--- config.mk ---
export PLATFORM = sky130hd
export DESIGN_NAME = vga_timing_monitor
export DESIGN_NICKNAME = d
export VERILOG_FILES = /design/src/rtl/vga_timing_monitor.sv
export SDC_FILE = /design/constraint.sdc
export NUM_CORES = 1
export LEC_CHECK = 0
export CORE_UTILIZATION = 25
export DETAILED_ROUTE_END_ITERATION = 8
export PLACE_DENSITY_LB_ADDON = 0.15
export REMOVE_ABC_BUFFERS = 1
export SETUP_SLACK_MARGIN = 0.2
export SLEW_MARGIN = 25
export SYNTH_ARGS = -nofsm -noshare
export SYNTH_HDL_FRONTEND = slang
export SYNTH_SLANG_ARGS = --single-unit
--- constraint.sdc ---
create_clock -name clk -period 4.6 [get_ports clk]
set_input_delay 0.92 -clock clk [delete_from_list [all_inputs] [get_ports clk]]
set_output_delay 0.92 -clock clk [all_outputs]
set_load 0.01 [all_outputs]
--- src/rtl/vga_timing_monitor.sv ---
// Receive-side VGA timing monitor: recovers pixel position and scores every sync/active interval.
// Optional per-frame pixel checksum is built only when VGA_MON_CHECKSUM_EN is defined.
module vga_timing_monitor #(
  parameter int unsigned HD       = 640,
  parameter int unsigned HS       = 96,
  parameter int unsigned HT       = 800,
  parameter int unsigned VD       = 480,
  parameter int unsigned VS       = 2,
  parameter int unsigned VT       = 525,
  parameter logic        SYNC_ACT = 1'b0
) (
  input  logic        clk,
  input  logic        rst,
  input  logic        hsync,
  input  logic        vsync,
  input  logic        valid,
  input  logic [11:0] pixel,
  output logic [9:0]  h_pos,
  output logic [9:0]  v_pos,
  output logic        locked,
  output logic        line_start,
  output logic        frame_start,
  output logic        err_pulse,
  output logic [7:0]  err_cnt,
  output logic [15:0] frame_sum
);

  typedef enum logic [1:0] {SEARCH, ALIGN, LOCKED} state_t;

  state_t      state_q, state_d;
  logic        hs_p_q, vs_p_q, val_p_q;
  logic [9:0]  hclk_q, hclk_d, hs_w_q, hs_w_d, act_w_q, act_w_d;
  logic [9:0]  line_q, line_d, vs_w_q, vs_w_d, act_lines_q, act_lines_d;
  logic [9:0]  h_pos_q, h_pos_d, v_pos_q, v_pos_d;
  logic        first_pend_q, first_pend_d, pend;
  logic        locked_q, locked_d, line_start_q, line_start_d;
  logic        frame_start_q, frame_start_d, err_pulse_q, err_pulse_d;
  logic [7:0]  err_cnt_q, err_cnt_d;
  logic        hs_act, vs_act, hs_rise, hs_fall, vs_rise, vs_fall;
  logic        val_rise, val_fall, viol;

  function automatic logic [9:0] sat_inc(input logic [9:0] v);
    return (v == '1) ? v : v + 10'd1;
  endfunction

  assign hs_act   = (hsync == SYNC_ACT);
  assign vs_act   = (vsync == SYNC_ACT);
  assign hs_rise  = hs_act & (hs_p_q != SYNC_ACT);
  assign hs_fall  = ~hs_act & (hs_p_q == SYNC_ACT);
  assign vs_rise  = vs_act & (vs_p_q != SYNC_ACT);
  assign vs_fall  = ~vs_act & (vs_p_q == SYNC_ACT);
  assign val_rise = valid & ~val_p_q;
  assign val_fall = ~valid & val_p_q;
  // a vsync release and a valid rise in the same cycle still start row 0
  assign pend     = first_pend_q | vs_fall;

  always_comb begin
    hclk_d  = hs_rise ? 10'd1 : sat_inc(hclk_q);
    hs_w_d  = hs_rise ? 10'd1 : (hs_act ? sat_inc(hs_w_q) : '0);
    act_w_d = val_rise ? 10'd1 : (valid ? sat_inc(act_w_q) : '0);
    h_pos_d = val_rise ? '0 : (valid ? h_pos_q + 10'd1 : h_pos_q);

    // edge counters restart on vsync assert, counting a coincident hsync/valid edge
    if (vs_rise)      line_d = {9'd0, hs_rise};
    else if (hs_rise) line_d = sat_inc(line_q);
    else              line_d = line_q;

    if (vs_rise)      vs_w_d = {9'd0, hs_rise};
    else if (!vs_act) vs_w_d = '0;
    else if (hs_rise) vs_w_d = sat_inc(vs_w_q);
    else              vs_w_d = vs_w_q;

    if (vs_rise)       act_lines_d = {9'd0, val_rise};
    else if (val_rise) act_lines_d = sat_inc(act_lines_q);
    else               act_lines_d = act_lines_q;

    v_pos_d       = val_rise ? (pend ? '0 : v_pos_q + 10'd1) : v_pos_q;
    first_pend_d  = pend & ~val_rise;
    line_start_d  = val_rise;
    frame_start_d = val_rise & pend;
  end

  always_comb begin
    viol = (hs_rise  && (hclk_q  != 10'(HT))) ||
           (hs_fall  && (hs_w_q  != 10'(HS))) ||
           (val_fall && (act_w_q != 10'(HD))) ||
           (vs_fall  && (vs_w_q  != 10'(VS))) ||
           (vs_rise  && ((line_q != 10'(VT)) || (act_lines_q != 10'(VD))));

    state_d     = state_q;
    err_pulse_d = 1'b0;
    unique case (state_q)
      SEARCH: if (vs_rise) state_d = ALIGN;
      ALIGN: begin
        if (viol)         state_d = SEARCH;
        else if (vs_rise) state_d = LOCKED;
      end
      LOCKED: begin
        if (viol) begin
          state_d     = SEARCH;
          err_pulse_d = 1'b1;
        end
      end
      default: state_d = SEARCH;
    endcase

    err_cnt_d = (err_pulse_d && (err_cnt_q != '1)) ? err_cnt_q + 8'd1 : err_cnt_q;
    locked_d  = (state_d == LOCKED);
  end

  always_ff @(posedge clk or negedge rst) begin
    if (!rst) begin
      state_q       <= SEARCH;
      hs_p_q        <= SYNC_ACT;
      vs_p_q        <= SYNC_ACT;
      val_p_q       <= 1'b0;
      hclk_q        <= '0;
      hs_w_q        <= '0;
      act_w_q       <= '0;
      line_q        <= '0;
      vs_w_q        <= '0;
      act_lines_q   <= '0;
      h_pos_q       <= '0;
      v_pos_q       <= '0;
      first_pend_q  <= 1'b0;
      locked_q      <= 1'b0;
      line_start_q  <= 1'b0;
      frame_start_q <= 1'b0;
      err_pulse_q   <= 1'b0;
      err_cnt_q     <= '0;
    end else begin
      state_q       <= state_d;
      hs_p_q        <= hsync;
      vs_p_q        <= vsync;
      val_p_q       <= valid;
      hclk_q        <= hclk_d;
      hs_w_q        <= hs_w_d;
      act_w_q       <= act_w_d;
      line_q        <= line_d;
      vs_w_q        <= vs_w_d;
      act_lines_q   <= act_lines_d;
      h_pos_q       <= h_pos_d;
      v_pos_q       <= v_pos_d;
      first_pend_q  <= first_pend_d;
      locked_q      <= locked_d;
      line_start_q  <= line_start_d;
      frame_start_q <= frame_start_d;
      err_pulse_q   <= err_pulse_d;
      err_cnt_q     <= err_cnt_d;
    end
  end

  assign h_pos       = h_pos_q;
  assign v_pos       = v_pos_q;
  assign locked      = locked_q;
  assign line_start  = line_start_q;
  assign frame_start = frame_start_q;
  assign err_pulse   = err_pulse_q;
  assign err_cnt     = err_cnt_q;

`ifdef VGA_MON_CHECKSUM_EN
  logic [15:0] acc_q, acc_d, frame_sum_q, frame_sum_d;

  always_comb begin
    acc_d       = acc_q;
    frame_sum_d = frame_sum_q;
    if (vs_rise) begin
      frame_sum_d = acc_q;
      acc_d       = valid ? {4'h0, pixel} : '0;
    end else if (valid) begin
      acc_d = acc_q + {4'h0, pixel};
    end
  end

  always_ff @(posedge clk or negedge rst) begin
    if (!rst) begin
      acc_q       <= '0;
      frame_sum_q <= '0;
    end else begin
      acc_q       <= acc_d;
      frame_sum_q <= frame_sum_d;
    end
  end

  assign frame_sum = frame_sum_q;
`else
  logic unused_pixel;
  assign unused_pixel = ^pixel;
  assign frame_sum    = '0;
`endif

endmodule
==> metrics.cfg, run 1 <==
[status]
status=completed

[die]
die_x_um=144
initial_utilization_pct=25.7
core_area_um2=19500
die_area_um2=20600
rows=51
fp.dieH_um=144
io_pins=65

[global_route]
gr-usage-all-layers_pct=10.8
antenna_found_initial=0
grt_max_degree=46
grt_pass1_wl_um=17400
grt-ovfl-total=0
grt_pass1_vias=3565

[synth]
yosysTopAreaCell=dfrtp_1
synth_commonest_cells=dfrtp_1, nor2_1, nand2_1
yosysMostFrequentCell=dfrtp_1
ys_warn_count=0
syn-cell-area_um2=5010
synth_cell_types=50
ys_seq_area_share_pct=49.0
async_reset_ff_share_pct=100
synth_area_leaders=dfrtp_1, nor2_1, xor2_1, ha_1, xnor2_1
synth-edff-count=0
syn_area_per_cell_um2=9.67
yosys_most_used_dff=dfrtp_1
synth_top_cell_area_share_pct=49.0
syn_inst=518
synth-seq-cells=98

[place]
globalplace.congestion=0.780
port_buffers=36
dpl-instance-area_um2=5630
place_hpwl_um=6850

[clock_tree]
clk-insertion-delay-late_ns=0.35
cts_tree=done
cts.path.max_buffers=2
cts_setup_buffers=0
h-tree-depth=3
hold_buffers=0
clk_pin_slew_worst_paths_ns=0.07
root_buffer=clkbuf_16
cts.repair.resized=0
cts_sinks=98
cts_made_buffers=9

[power]
p_per_area_nw_per_um2=328
vdd_ir_drop_max_uv=175
p_leak_nw=2.53

[critical_path]
reg2reg_from=line_q[6]
rrSetupSlack_ns=2.15
arrival_ns=3.11
critPathLaunchType=primary input
reg2regPathDepth=6
timing.rr.end=err_cnt[1]
path_class=in2reg
critPathMaxFanout=17
end_kind=register
required_ns=4.83

[sta]
setup_violations=0
fin_crit_ns=2.88
hold_violations=0
max-slew-margin-rel_pct=50.2
setup_tns_ns=0
tightest_slew_ns=0.741
grt_setup_unrepaired=no
clock_skew_ns=0.00836
period_share_pct=62.7
max_freq_ghz=0.347
finalMaxSlewViolations=0

[hold_path]
hold_start=state_q[1]
hp-class=reg2reg
holdPathStages=1
hold_end=state_q[0]

[route]
final_antenna_net_count=0
post_drt_wl_per_cell_um=12.2
dr_total_vias=3688
viasPerCell=4.45
wirelength_um=10100
drc_errors=0
drtIter0Drc=211
drtPass1Iterations=6

[final_layout]
syn_to_final_growth_pct=18.4
fin_area_um2=5930
drive_gt1_share_pct=5.85
nFillCells=2070
nNetsFinal=591
diodes=0

[flow_run]
max_cap_violations=0

## worst max-delay path, cell delays in order
cell and delay [ns]:
clkdlybuf4s50_1 0.67, nand2b_1 0.25, inv_2 0.31, o31a_1 0.35, and3_1 0.27, nand4_1 0.13, xor2_1 0.15, nor2_1 0.05
## where the power goes
group | switching, mW | total [mW] | internal, mW | leakage [nW]
logic | 0.123 | 0.219 | 0.0960 | 1.06
registers | 0.0563 | 0.965 | 0.909 | 1.33
clock network | 0.359 | 0.764 | 0.405 | 0.144
## cell families (layout without fill, tap and decap cells)
family | after synthesis | after routing | synth area share [%]
buf+inv | 46 | 77 | 4.65
flops | 98 | 98 | 49.0
fa+ha+maj | 15 | 15 | 3.75
mux | 7 | 7 | 1.45
simple gates | 242 | 242 | 24.3
compound gates | 55 | 55 | 7.34
other cells | 1 | 16 | 0.0749
xor+xnor | 54 | 54 | 9.44
## through the flow
step / hold WS, ns / power [mW] / instances / utilization, % / setup slack, ns
finish: 0.454 / 1.95 / 829 / 30.4 / 1.72
detailed placement: 0.431 / 1.21 / 813 / 28.9 / 1.30
global route: 0.494 / 2.05 / 829 / 30.4 / 1.53
global placement: 0.433 / 1.20 / 813 / 28.9 / 1.36
CTS: 0.461 / 1.99 / 829 / 30.4 / 1.67
floorplan: 0.413 / 1.10 / 507 / - / 1.91
## cell type report
type	count	area [um^2]	share of cell area [%]
clock inverters	5	45.0	0.759
flip-flops and latches	98	2450	41.3
well taps	265	332	5.59
multi-input cells	389	2380	40.1
repair buffers	41	395	6.67
inverters	20	75.1	1.27
clock buffers	11	253	4.26
## flip-flops by register name, indices dropped and copies added, names as in the netlist, 2 cells and up
name / cells
hclk_q: 10
hs_w_q: 10
act_lines_q: 10
err_cnt: 8
v_pos: 10
act_w_q: 10
h_pos: 10
vs_w_q: 10
state_q: 2
line_q: 10
## layout by cell type (no fill, tap or decap), types with 16 or more instances in the layout
master,netlist,final
nand2_1,37,37
dfrtp_1,98,98
xor2_1,36,36
clkdlybuf4s50_1,0,35
xnor2_1,18,18
inv_1,19,19
nand3_1,27,27
nand4_1,19,19
conb_1,1,16
nor2_1,84,84
## worst max-delay path by stage
stage / startpoint / endpoint / slack (ns)
floorplan: vsync / err_cnt[6] / 1.91
global placement: valid / act_lines_q[5] / 1.36
detailed placement: valid / act_lines_q[5] / 1.30
CTS: valid / act_lines_q[5] / 1.67
global route: valid / act_lines_q[5] / 1.53
finish: valid / act_lines_q[5] / 1.72
## layer usage
layer | share of wire (%) | vias to the layer above | GRT usage (%)
met1 | 48 | 1785 | 14.1
met3 | 4.1 | 10 | 3.07
met2 | 46 | 65 | 16.7
met5 | 0 | - | 0
met4 | 1.6 | 0 | 4.26
li1 | - | 1828 | -
Note: power is estimated with default switching activity, not from simulation.
==> inputs of run 2 (changes only) <==
==> constraint.sdc (replaced) <==
create_clock -name clk -period 2.5 [get_ports clk]
set_input_delay 0.5 -clock clk [delete_from_list [all_inputs] [get_ports clk]]
set_output_delay 0.5 -clock clk [all_outputs]
set_load 0.01 [all_outputs]
==> metrics.cfg, run 2 (synthesis gave the netlist of run 1 again) <==
[status]
status=completed

[sta]
finalMaxSlewViolations=0  ; unchanged
period_share_pct=90.7
fin_crit_ns=2.27
setup_tns_ns=0  ; unchanged
hold_violations=0  ; unchanged
max_freq_ghz=0.441
clock_skew_ns=0.0104  ; +0.00207 ns
max-slew-margin-rel_pct=57.7  ; +7.5 points
grt_setup_unrepaired=yes
final.setup.worst_slack_ns=0.233  ; -1.48 ns
setup_violations=0  ; unchanged
tightest_slew_ns=0.630  ; -0.112 ns

[power]
p_per_area_nw_per_um2=591  ; +80%
vdd_ir_drop_max_uv=306  ; +74%
p_leak_nw=2.69  ; +6.2%
pwr-share-seq_pct=48.9  ; -0.6 points
p_int_mw=2.66  ; +89%
sw_frac_of_total_pct=27.1  ; -0.59 points
combPwrFrac_pct=12.4  ; +1.2 points
p_switching_mw=0.987  ; +83%
power_mw=3.65  ; +87%
power.share.clock_pct=38.7  ; -0.5 points

[clock_tree]
clk-insertion-delay-late_ns=0.35  ; about the same
h-tree-depth=3  ; unchanged
hold_buffers=0  ; unchanged
root_buffer=clkbuf_16
clk_pin_slew_worst_paths_ns=0.07  ; about the same
cts_made_buffers=9  ; unchanged
cts.path.max_buffers=2  ; unchanged
cts_tree=done
cts_sinks=98  ; unchanged

[final_layout]
diodes=0  ; unchanged
nNetsFinal=615  ; +4.1%
seq_area_um2=2450  ; unchanged
final_common_cell=dfrtp_1
multi_input_area_um2=2440  ; +2.4%
final_cell_mix=dfrtp_1, nor2_1, nand2_1, xor2_1, clkdlybuf4s50_1
fin_area_um2=6180  ; +4.1%
drive_gt1_share_pct=11.4  ; +5.5 points
syn_to_final_growth_pct=23.3
nFillCells=2057  ; -0.63%

[critical_path]
reg2regPathDepth=6  ; unchanged
path_class=reg2reg
end_kind=register
timing.rr.end=err_cnt[6]
reg2reg_from=line_q[6]
cp-endpoint=err_cnt[6]
arrival_ns=2.50  ; -0.61 ns
required_ns=2.73  ; -2.10 ns
critPathMaxFanout=4  ; -13
worstSetupStartpoint=line_q[6]
rrSetupSlack_ns=0.23  ; -1.92 ns
critPathLaunchType=register

[global_route]
grt_pass1_vias=3748  ; +5.1%
grt-ovfl-total=0  ; unchanged
gr-usage-all-layers_pct=11.4  ; +0.62 points
grt_max_degree=44  ; -4.3%
antenna_found_initial=0  ; unchanged
grt_pass1_wl_um=18500  ; +6.0%

[place]
dpl-instance-area_um2=5770  ; +2.5%
place_hpwl_um=7350  ; +7.4%
port_buffers=36  ; unchanged
pre_cts_ws_ns=0.0300  ; -1.27 ns
globalplace.congestion=0.782  ; +0.28%

[die]
die_area_um2=20600  ; unchanged
core_area_um2=19500  ; unchanged
fp.dieH_um=144  ; unchanged
rows=51  ; unchanged
initial_utilization_pct=25.7  ; unchanged
io_pins=65  ; unchanged
die_x_um=144  ; unchanged

[route]
wl_met1_um=5330  ; +9.2%
dr_total_vias=3804  ; +3.1%
routed.top_layer=met4
wirelength_um=10700  ; +6.1%
drc_errors=0  ; unchanged
wl_met2_um=4870  ; +4.5%
drtPass1Iterations=4  ; -2
viasPerCell=4.46  ; +0.24%
post_drt_wl_per_cell_um=12.6  ; +3.1%
final_antenna_net_count=0  ; unchanged
drtIter0Drc=173  ; -18%
dr_wl_met3_um=362  ; -13%

[flow_run]
max_cap_violations=0  ; unchanged

[hold_path]
hp-class=in2async

[run 2: power by group through the flow]
stage	registers [mW]	logic, mW	clock network (mW)
finish	1.78	0.451	1.41
detailed placement	1.81	0.436	0
CTS	1.78	0.448	1.47
global route	1.80	0.513	1.53
floorplan	1.80	0.220	0
global placement	1.81	0.427	0
[run 2: metrics by stage]
step                hold WS, ns  util, %  cells
floorplan                 0.204        -    507
global placement          0.434     29.6    830
detailed placement        0.456     29.6    830
CTS                       0.110     31.2    848
global route              0.128     31.6    853
finish                    0.102     31.6    853
[run 2: layout make-up]
type                    count  area share, %
multi-input cells         389           39.4
clock inverters             7           1.09
clock buffers               9           3.65
repair buffers             65           9.52
inverters                  20           1.22
flip-flops and latches     98           39.7
well taps                 265           5.37
[run 2: routing by layer]
metal  vias up  track usage [%]
li1       1886                -
met1      1848             14.9
met2        60             18.0
met3        10             2.77
met4         0             4.37
met5         -                0
[run 2: how the worst min path moves through the flow]
| stage | start | to | slack, ns | cells after the start |
|---|---|---|---|---|
| 6_report | rst | err_cnt[2] | 0.10 | 1 |
| 3_3_place_gp | state_q[1] | state_q[0] | 0.43 | 1 |
| 5_1_grt | rst | err_cnt[2] | 0.13 | 1 |
| 3_5_place_dp | state_q[1] | state_q[0] | 0.46 | 1 |
| 4_1_cts | rst | err_cnt[2] | 0.11 | 1 |
| 2_1_floorplan | rst | act_lines_q[0] | 0.20 | 0 |
[run 2: worst max-delay path: stages, from the launching register on]
cell and delay [ns]:
dfrtp_1 0.38, or4b_4 0.54, or4_4 0.44, o31ai_4 0.28, a21oi_4 0.13, nand3_2 0.09
mux2_4 0.29
[run 2: what timing repair did]
item | in CTS | in global routing
resized for setup | 5 | 7
endpoints found under the setup margin | 5 | 10
pin swaps | 5 | 6
setup buffers | 2 | 5
==> inputs of run 3 (changes only) <==
--- a/config.mk
+++ b/config.mk
@@ -5,6 +5,7 @@
 export SDC_FILE = /design/constraint.sdc
 export NUM_CORES = 1
 export LEC_CHECK = 0
+export ABC_CLOCK_PERIOD_IN_PS = 2500
 export CORE_UTILIZATION = 25
 export DETAILED_ROUTE_END_ITERATION = 8
 export PLACE_DENSITY_LB_ADDON = 0.15
==> constraint.sdc (replaced) <==
create_clock -name clk -period 2.5 [get_ports clk]
set_input_delay 0.75 -clock clk [delete_from_list [all_inputs] [get_ports clk]]
set_output_delay 0.75 -clock clk [all_outputs]
set_load 0.01 [all_outputs]
==> metrics.cfg, run 3 (synthesis gave the netlist of run 1 again) <==
[die]
initial_utilization_pct=25.7  ; unchanged
rows=51  ; unchanged
die_x_um=144  ; unchanged
io_pins=65  ; unchanged
die_area_um2=20600  ; unchanged
core_area_um2=19500  ; unchanged
fp.dieH_um=144  ; unchanged

[sta]
fin_crit_ns=2.23  ; -0.0412 ns
max_freq_ghz=0.449  ; +1.9%
timing.hold.ws_ns=0.408  ; +0.307 ns
setup_violations=0  ; unchanged
clock_skew_ns=0.00729  ; -0.00314 ns
grt_setup_unrepaired=no
period_share_pct=89.0  ; -1.6 points
tightest_slew_ns=0.600  ; -0.0298 ns
max-slew-margin-rel_pct=60.0  ; +2.3 points
hold_violations=0  ; unchanged
final.setup.worst_slack_ns=0.274  ; +0.0412 ns
setup_tns_ns=0  ; unchanged
finalMaxSlewViolations=0  ; unchanged

[final_layout]
nNetsFinal=615  ; unchanged
fin_util_pct=31.7  ; +0.077 points
instances_no_fill=852  ; -0.12%
nFillCells=2067  ; +0.49%
final_common_cell=dfrtp_1
final_cell_mix=dfrtp_1, nor2_1, nand2_1, xor2_1, clkdlybuf4s50_1
seq_area_um2=2450  ; unchanged
syn_to_final_growth_pct=23.6
multi_input_area_um2=2430  ; -0.36%
drive_gt1_share_pct=11.1  ; -0.32 points
diodes=0  ; unchanged

[global_route]
antenna_found_initial=0  ; unchanged
grt_max_degree=44  ; unchanged
gr-usage-all-layers_pct=11.2  ; -0.17 points
grt_pass1_vias=3716  ; -0.85%
grt-ovfl-total=0  ; unchanged
grt_pass1_wl_um=18100  ; -2.1%

[clock_tree]
cts_sinks=98  ; unchanged
clk-insertion-delay-late_ns=0.35  ; about the same
cts_tree=done
clk_pin_slew_worst_paths_ns=0.07  ; about the same
h-tree-depth=3  ; unchanged
cts.path.max_buffers=2  ; unchanged
root_buffer=clkbuf_16
cts_made_buffers=9  ; unchanged

[route]
viasPerCell=4.35  ; -2.6%
drc_errors=0  ; unchanged
drtPass1Iterations=4  ; unchanged
dr_total_vias=3702  ; -2.7%
post_drt_wl_per_cell_um=12.4  ; -1.3%
drtIter0Drc=167  ; -3.5%
final_antenna_net_count=0  ; unchanged
wirelength_um=10600  ; -1.4%

[critical_path]
cpPeakStageDelay_ns=0.53  ; about the same
critPathLaunchType=register
reg2regPathDepth=6  ; unchanged
path_class=reg2reg
cp_slowest_cell=or4b_4
critPathMaxFanout=3  ; -1
required_ns=2.73  ; about the same
cp.buffers_inverters=0  ; unchanged
crit_cells=6  ; unchanged
critical_path.top_delay_family=simple AND/OR/NAND/NOR gates
cp_cell_sequence=or4b_4 -> or4_4 -> o31ai_4 -> a21oi_2 -> nand2_2 -> mux2_4
arrival_ns=2.46  ; -0.04 ns
end_kind=register

[place]
pre_cts_ws_ns=-0.178  ; -0.208 ns
dp.cells=836  ; +0.72%
place_hpwl_um=7470  ; +1.5%
port_buffers=36  ; unchanged
globalplace.congestion=0.782  ; about the same

[power]
p_leak_nw=2.68  ; -0.36%
vdd_ir_drop_max_uv=361  ; +18%
pwr-share-seq_pct=47.9  ; -1.0 points
sw_frac_of_total_pct=25.4  ; -1.7 points
combPwrFrac_pct=11.7  ; -0.7 points
power.share.clock_pct=40.4  ; +1.7 points
p_per_area_nw_per_um2=600  ; +1.6%
p_switching_mw=0.942  ; -4.5%
p_int_mw=2.77  ; +4.3%

[status]
status=completed

[flow_run]
max_cap_violations=0  ; unchanged

[hold_path]
hp-class=in2async

==> run 3: cell type report <==
class	count	share of cell area, %
inverter	20	1.21
tap	265	5.36
clock inverter	5	1.27
sequential	98	39.6
clock buffer	10	3.86
timing repair buffer	65	9.48
multi-input combinational	389	39.2
==> run 3: metrics by stage <==
| stage | area, um^2 | power [mW] |
|---|---|---|
| after floorplan | 4910 | 2.02 |
| after global placement | 5820 | 2.23 |
| after global routing | 6190 | 3.91 |
| final | 6190 | 3.72 |
| after detailed placement | 5820 | 2.24 |
| after CTS | 6150 | 3.79 |
==> run 3: power by group through the flow <==
stage	sequential, mW	clock, mW	combinational [mW]
2_1_floorplan	1.80	0	0.220
6_report	1.78	1.50	0.435
3_5_place_dp	1.81	0	0.436
5_1_grt	1.79	1.62	0.498
4_1_cts	1.78	1.57	0.445
3_3_place_gp	1.81	0	0.426
==> run 3: final timing paths <==
path	end	start	slack, ns
max reg2reg	err_cnt[1]	line_q[8]	0.27
max in group asynchronous	act_w_q[4]	rst	1.42
min	hclk_q[7]	rst	0.41
max	err_cnt[1]	line_q[8]	0.27
min in group clk	state_q[0]	state_q[1]	0.46
min reg2reg	state_q[0]	state_q[1]	0.46
==> run 3: routing by layer <==
metal / vias up / GRT usage (%) / wire [um]
li1: 1878 / - / -
met5: - / 0 / 0
met3: 13 / 2.53 / 351
met2: 46 / 18.5 / 5000
met1: 1765 / 14.1 / 5050
met4: 0 / 4.54 / 179
==> run 3: repair_timing <==
item / 4_1_cts / 5_1_grt
hold buffers: 0 / 0
pin swaps: 6 / 2
resized for setup: 3 / 8
buffers inserted: 1 / 0
setup endpoints to repair: 4 / 8
